--- src/rtl/imem_load_ctrl_pkg.sv ---
// Shared definitions for the instruction-memory load controller and the memory wrapper.
// The address width and depth here must agree with the memory wrapper's geometry.
package imem_load_ctrl_pkg;

  localparam int IMEM_ADDR_W = 9;
  localparam int IMEM_DATA_W = 32;
  localparam int IMEM_DEPTH  = 1 << IMEM_ADDR_W;

  typedef enum logic [2:0] {
    ST_IDLE,
    ST_LOAD,
    ST_FLUSH,
    ST_RUN,
    ST_HALT
  } imem_ctrl_state_t;

endpackage

--- src/rtl/imem_load_ctrl_if.sv ---
// Valid/ready stream carrying one program entry (two data words) per beat.
interface imem_load_ctrl_if #(
  parameter int DATA_W = imem_load_ctrl_pkg::IMEM_DATA_W
);
  logic              wr_valid;
  logic              wr_ready;
  logic [DATA_W-1:0] wr_data1;
  logic [DATA_W-1:0] wr_data2;

  modport master (output wr_valid, output wr_data1, output wr_data2, input wr_ready);
  modport slave  (input wr_valid, input wr_data1, input wr_data2, output wr_ready);
endinterface

--- src/rtl/imem_load_ctrl.sv ---
// Instruction-memory load sequencer: streams a program image into the memory's
// external-load port while holding the core halted, then manages run/halt/reload.
module imem_load_ctrl
  import imem_load_ctrl_pkg::*;
#(
  parameter int ADDR_W = IMEM_ADDR_W,
  parameter int DATA_W = IMEM_DATA_W,
  parameter int DEPTH  = IMEM_DEPTH
) (
  input  logic              clk,
  input  logic              rst_n,
  input  logic              load_start,
  input  logic [ADDR_W:0]   load_len,
  imem_load_ctrl_if.slave   wr,
  input  logic              halt_req,
  input  logic              resume,
  output logic              enable_load_ex_mem,
  output logic [ADDR_W-1:0] InstExMemAddress,
  output logic [DATA_W-1:0] InstExMemData1,
  output logic [DATA_W-1:0] InstExMemData2,
  output logic              enable_halt,
  output logic              load_done,
  output logic              load_err,
  output logic              busy
);

  localparam int LEN_W = ADDR_W + 1;

  imem_ctrl_state_t state, state_nxt;
  logic [LEN_W-1:0] len_q;
  logic [LEN_W-1:0] cnt;
  logic             wr_ready_q;
  logic             len_valid, beat, last_beat, start_load;
  logic             wr_ready_d, busy_d, enable_halt_d, load_done_d, load_err_d;

  assign wr.wr_ready = wr_ready_q;

  assign len_valid  = (load_len != '0) && (load_len <= LEN_W'(DEPTH));
  assign beat       = wr.wr_valid && wr_ready_q;
  assign last_beat  = beat && (cnt == len_q - LEN_W'(1));
  assign start_load = (state_nxt == ST_LOAD) && (state != ST_LOAD);

  // NOTE: every signal assigned in an always_comb gets a default first, so no path leaves it unassigned and no latch is inferred.
  always_comb begin
    state_nxt = state;
    unique case (state)
      ST_IDLE:  if (load_start && len_valid) state_nxt = ST_LOAD;
      ST_LOAD:  if (last_beat) state_nxt = ST_FLUSH;
      ST_FLUSH: state_nxt = ST_RUN;
      ST_RUN:   if (halt_req) state_nxt = ST_HALT;
      // A reload request takes priority over a simultaneous resume.
      ST_HALT: begin
        if (load_start && len_valid) state_nxt = ST_LOAD;
        else if (resume)             state_nxt = ST_RUN;
      end
      default:  state_nxt = ST_IDLE;
    endcase
  end

  // Outputs are derived from the next state so that the registered versions line up with it.
  always_comb begin
    wr_ready_d    = (state_nxt == ST_LOAD);
    busy_d        = (state_nxt == ST_LOAD) || (state_nxt == ST_FLUSH);
    enable_halt_d = (state_nxt != ST_RUN);
    load_done_d   = last_beat;
    load_err_d    = load_start &&
                    !(((state == ST_IDLE) || (state == ST_HALT)) && len_valid);
  end

  // NOTE: sequential state uses non-blocking assignments so all flops update together from pre-edge values.
  always_ff @(posedge clk or negedge rst_n) begin
    if (!rst_n) begin
      state       <= ST_IDLE;
      wr_ready_q  <= 1'b0;
      busy        <= 1'b0;
      enable_halt <= 1'b1;
      load_done   <= 1'b0;
      load_err    <= 1'b0;
    end else begin
      state       <= state_nxt;
      wr_ready_q  <= wr_ready_d;
      busy        <= busy_d;
      enable_halt <= enable_halt_d;
      load_done   <= load_done_d;
      load_err    <= load_err_d;
    end
  end

  // NOTE: these port registers are reset so the memory port idles at zero; the memory array itself lives in the wrapper and keeps its contents across reset.
  always_ff @(posedge clk or negedge rst_n) begin
    if (!rst_n) begin
      cnt                <= '0;
      len_q              <= '0;
      enable_load_ex_mem <= 1'b0;
      InstExMemAddress   <= '0;
      InstExMemData1     <= '0;
      InstExMemData2     <= '0;
    end else begin
      enable_load_ex_mem <= beat;
      if (start_load) begin
        cnt   <= '0;
        len_q <= load_len;
      end else if (beat) begin
        InstExMemAddress <= cnt[ADDR_W-1:0];
        InstExMemData1   <= wr.wr_data1;
        InstExMemData2   <= wr.wr_data2;
        cnt              <= cnt + LEN_W'(1);
      end
    end
  end

endmodule

--- src/flat_wrapper.sv ---
// flat-port wrapper written by rule: the top's interface ports become plain ports
module imem_load_ctrl_flat import imem_load_ctrl_pkg::*;
#(
  parameter int ADDR_W = IMEM_ADDR_W,
  parameter int DATA_W = IMEM_DATA_W,
  parameter int DEPTH  = IMEM_DEPTH
)
  (clk, rst_n, load_start, load_len, halt_req, resume, enable_load_ex_mem, InstExMemAddress, InstExMemData1, InstExMemData2, enable_halt, load_done, load_err, busy, wr_wr_valid, wr_wr_data1, wr_wr_data2, wr_wr_ready);
  imem_load_ctrl_if #(.DATA_W(DATA_W)) wr_i ();
  input  logic clk;
  input  logic rst_n;
  input  logic load_start;
  input  logic [ADDR_W:0] load_len;
  input  logic halt_req;
  input  logic resume;
  output logic enable_load_ex_mem;
  output logic [ADDR_W-1:0] InstExMemAddress;
  output logic [DATA_W-1:0] InstExMemData1;
  output logic [DATA_W-1:0] InstExMemData2;
  output logic enable_halt;
  output logic load_done;
  output logic load_err;
  output logic busy;
  input wire logic [$bits(wr_i.wr_valid)-1:0] wr_wr_valid;
  input wire logic [$bits(wr_i.wr_data1)-1:0] wr_wr_data1;
  input wire logic [$bits(wr_i.wr_data2)-1:0] wr_wr_data2;
  output wire logic [$bits(wr_i.wr_ready)-1:0] wr_wr_ready;
  assign wr_i.wr_valid = wr_wr_valid;
  assign wr_i.wr_data1 = wr_wr_data1;
  assign wr_i.wr_data2 = wr_wr_data2;
  assign wr_wr_ready = wr_i.wr_ready;
  imem_load_ctrl #(.ADDR_W(ADDR_W), .DATA_W(DATA_W), .DEPTH(DEPTH)) u_core (.clk(clk), .rst_n(rst_n), .load_start(load_start), .load_len(load_len), .wr(wr_i), .halt_req(halt_req), .resume(resume), .enable_load_ex_mem(enable_load_ex_mem), .InstExMemAddress(InstExMemAddress), .InstExMemData1(InstExMemData1), .InstExMemData2(InstExMemData2), .enable_halt(enable_halt), .load_done(load_done), .load_err(load_err), .busy(busy));
endmodule
--- config.mk ---
export PLATFORM = sky130hd
export DESIGN_NAME = imem_load_ctrl_flat
export DESIGN_NICKNAME = d
export VERILOG_FILES = /design/src/rtl/imem_load_ctrl_pkg.sv /design/src/rtl/imem_load_ctrl_if.sv /design/src/rtl/imem_load_ctrl.sv /design/src/flat_wrapper.sv
export SDC_FILE = /design/constraint.sdc
export NUM_CORES = 1
export LEC_CHECK = 0
export ABC_AREA = 1
export CORE_ASPECT_RATIO = 1.1
export CORE_MARGIN = 5
export CORE_UTILIZATION = 45
export DETAILED_ROUTE_END_ITERATION = 16
export PLACE_DENSITY = 0.82
export SLEW_MARGIN = 10
export SYNTH_ARGS = -nofsm -noshare
export SYNTH_HDL_FRONTEND = slang
export SYNTH_SLANG_ARGS = --single-unit
--- constraint.sdc ---
create_clock -name clk -period 4.9 [get_ports clk]
set_input_delay 1.225 -clock clk [delete_from_list [all_inputs] [get_ports clk]]
set_output_delay 1.225 -clock clk [all_outputs]
set_load 0.03 [all_outputs]
==> results.cfg <==
[outcome]
outcome = finished, final reports clean

[worst_setup_path]
critPathMaxFanout = 81
crit_family = buffers and inverters
path_class = input port to flip-flop
end_kind = flip-flop
crit_required_ps = 5160
worst_path_most_repeated_cell = nor2_1
path_buf_inv = 2
crit_path_max_incr_delay_ps = 590
cp_slowest_cell = buf_4
start_kind = input port
arrival_ps = 3510
path_cells = clkdlybuf4s50_1, nor2_1, nand2_1, nor2_1, nand3_1, nand2_1, nand3_2, nand2_4, buf_4, nor2_1, o21bai_1

[power_and_ir_drop]
p_per_area_nw_per_um2 = 602
combPwrFrac = 0.478
internal_power_mw = 2.17
ir_drop_v = 0.000370
switching_share = 0.429
seqPwrFrac = 0.369
p_clk_frac = 0.153
p_switching_mw = 1.63
p_leak_nw = 3.17

[route]
via_per_inst = 4.83
drt_iter0_drc = 174
vias = 4013
wire_per_inst_um = 13.8
ant_nets = 0
drc = 0
postRouteWirelength_mm = 11.5
first_pass_iters = 4

[global_route]
antenna_found_initial = 0
grt_pass1_wl_mm = 19.3
grt_pass1_vias = 4100
grt_max_degree = 82
grt_util_all_layers = 0.195
grt_overflow = 0

[sta]
worst_slew_pin_slew_ps = 1040
hold_violations = 0
rsz0062_at_grt = no
tns_ps = 0
whs_ps = 487
fmax_mhz = 308
post-route-period-util = 0.663
maxSlewViolCount = 0
setup_violations = 0
slew-limit-headroom = 0.308
min_period_ps = 3250
skew_ps = 9.72

[layout]
drive_gt1_frac = 0.0366
regArea_sq_um = 2550
nFillCells = 834
multi_input_comb_area_sq_um = 1640
layout.nets = 787
n_antenna_cell = 0
stdcell_area_sq_um = 6320
fin_cells = 830
area_growth_pct = 41.3

[synthesis]
synth.distinct_cells = 26
syn_nets = 634
synth_top_cells_by_count = 281 x nand2_1, 101 x dfrtp_1, 41 x inv_1, 33 x nor2_1
ys_seq_area_frac = 0.571
syn_inst = 552
synth_seq_cells = 102
netlist.area_leader.share = 0.565
synthTopCellsByArea = dfrtp_1 57%, nand2_1 24%, inv_1 3.4%, nor2_1 2.8%, nand3_1 2.5%
yosys_warnings = 0
postSynth.asyncResetShare = 1.00
synth-main-ff-cell = dfrtp_1
synth.most_common_cell = nand2_1
syn_area_sq_um = 4470
synth_edf_count = 0
synth_area_leader_cell = dfrtp_1
syn_avg_cell_area_sq_um = 8.10

[placement]
dp.cells = 814
gp_congestion = 0.789
placed_cell_area_sq_um = 6100
dp_hpwl_mm = 8.45
numPortBuffers = 158

[cts]
cts_root_buffer = clkbuf_8
cts.reportedPaths.clkPinSlew_ps = 100
hold_buffers = 0
postCtsResizedCells = 0
cts_max_path_buffers = 2
post_cts_buffers = 0
worstSkewPairLatency_ps = 360
cts.sinks = 102
htreeDepth = 3
numCtsBuffers = 9
cts_tree = built

[worst_hold_path]
min_path_type = flip-flop to flip-flop

[floorplanning]
core_area_sq_um = 9790
dieHeight_um = 115
io_pins = 159
die_width_um = 105
dieArea_sq_um = 12000
rows = 38
start_util = 0.457

[flow_run]
cap_viol_max_count = 0
==> flip-flops by register name, summed over array words and instances (netlist names) <==
register,count
u_core.InstExMemData1,32
u_core.InstExMemData2,32
u_core.cnt,10
u_core.len_q,10
u_core.InstExMemAddress,9
u_core.state,3
u_core.busy,1
u_core.enable_halt,1
u_core.enable_load_ex_mem,1
u_core.load_done,1
u_core.load_err,1
u_core.wr.wr_ready,1
==> layer usage <==
metal  part of all wire  routed length [um]  vias to the layer above  GRT usage
met1               0.43                4910                     1882      0.250
li1                   -                   -                     1981          -
met3              0.065                 743                       13     0.0570
met5                  0                   0                        -          0
met4              0.015                 177                        0     0.0597
met2               0.49                5660                      137      0.323
==> metrics by stage <==
| stage | setup WS, ps | power (mW) | util |
|---|---|---|---|
| 4_1_cts | 1680 | 3.83 | 0.645 |
| 6_report | 1650 | 3.80 | 0.645 |
| 5_1_grt | 1450 | 4.05 | 0.645 |
| 2_1_floorplan | 2530 | 2.47 | - |
| 3_5_place_dp | 1300 | 3.24 | 0.623 |
| 3_3_place_gp | 1360 | 3.19 | 0.623 |
==> tightest hold or removal path, cell delays in order, from the launching register on <==
cell and delay [ps]:
dfrtp_1 350, nand2_1 50, nand2_1 50
==> layout make-up <==
class	count	area share
inverter	43	0.0255
timing repair buffer	160	0.252
tap	120	0.0238
clock inverter	7	0.0154
sequential	102	0.404
multi-input combinational	389	0.259
clock buffer	9	0.0196
==> cells in the final DEF (no fill, tap or decap) <==
cell type          n
bufinv_16          2
a21boi_0           1
nand4_1            2
a31oi_1            1
inv_6              1
dfstp_2            1
xor2_1             3
o21ai_0           22
o22ai_1            1
nand3_2            1
nand2_1          281
or2_2              2
clkbuf_8           9
nor2_1            33
nand3_1           22
clkinvlp_4         2
buf_4              3
a21oi_1            3
ha_1               2
inv_1             41
clkdlybuf4s50_1  157
o211ai_1           1
nand2_4            1
o21bai_1           2
inv_2              2
clkinv_4           1
nand3b_1           3
xnor2_1            6
clkinv_2           1
nor3_1             2
dfrtp_1          101
==> power groups by stage <==
stage	Combinational [mW]	Sequential [mW]	Clock [mW]
floorplan	0.601	1.86	0
global placement	1.79	1.40	0
detailed placement	1.83	1.40	0
CTS	1.84	1.40	0.594
global route	1.97	1.45	0.628
finish	1.82	1.40	0.582
==> path summary, 6_finish.rpt <==
check | from | end | slack [ps] | depth (start not counted)
max in group asynchronous | rst_n | u_core.InstExMemData1[20] | 2990 | 2
setup / recovery | load_len[2] | u_core.cnt[0] | 1650 | 11
setup reg to reg | u_core.state[0] | u_core.cnt[0] | 2690 | 6
min in group asynchronous | rst_n | u_core.len_q[0] | 980 | 1
hold reg to reg | u_core.InstExMemData2[13] | u_core.InstExMemData2[13] | 490 | 2
hold / removal | u_core.InstExMemData2[13] | u_core.InstExMemData2[13] | 490 | 2
==> cells by family after synthesis <==
family                   Yosys count  synth area share
AO/OA/AOI/OAI                     31            0.0375
XOR/XNOR                           9            0.0176
adder cells (fa/ha/maj)            2           0.00560
buffers and inverters             61            0.0624
flip-flops                       102             0.571
AND/OR/NAND/NOR                  347             0.306
(Power assumes the default switching activity.)
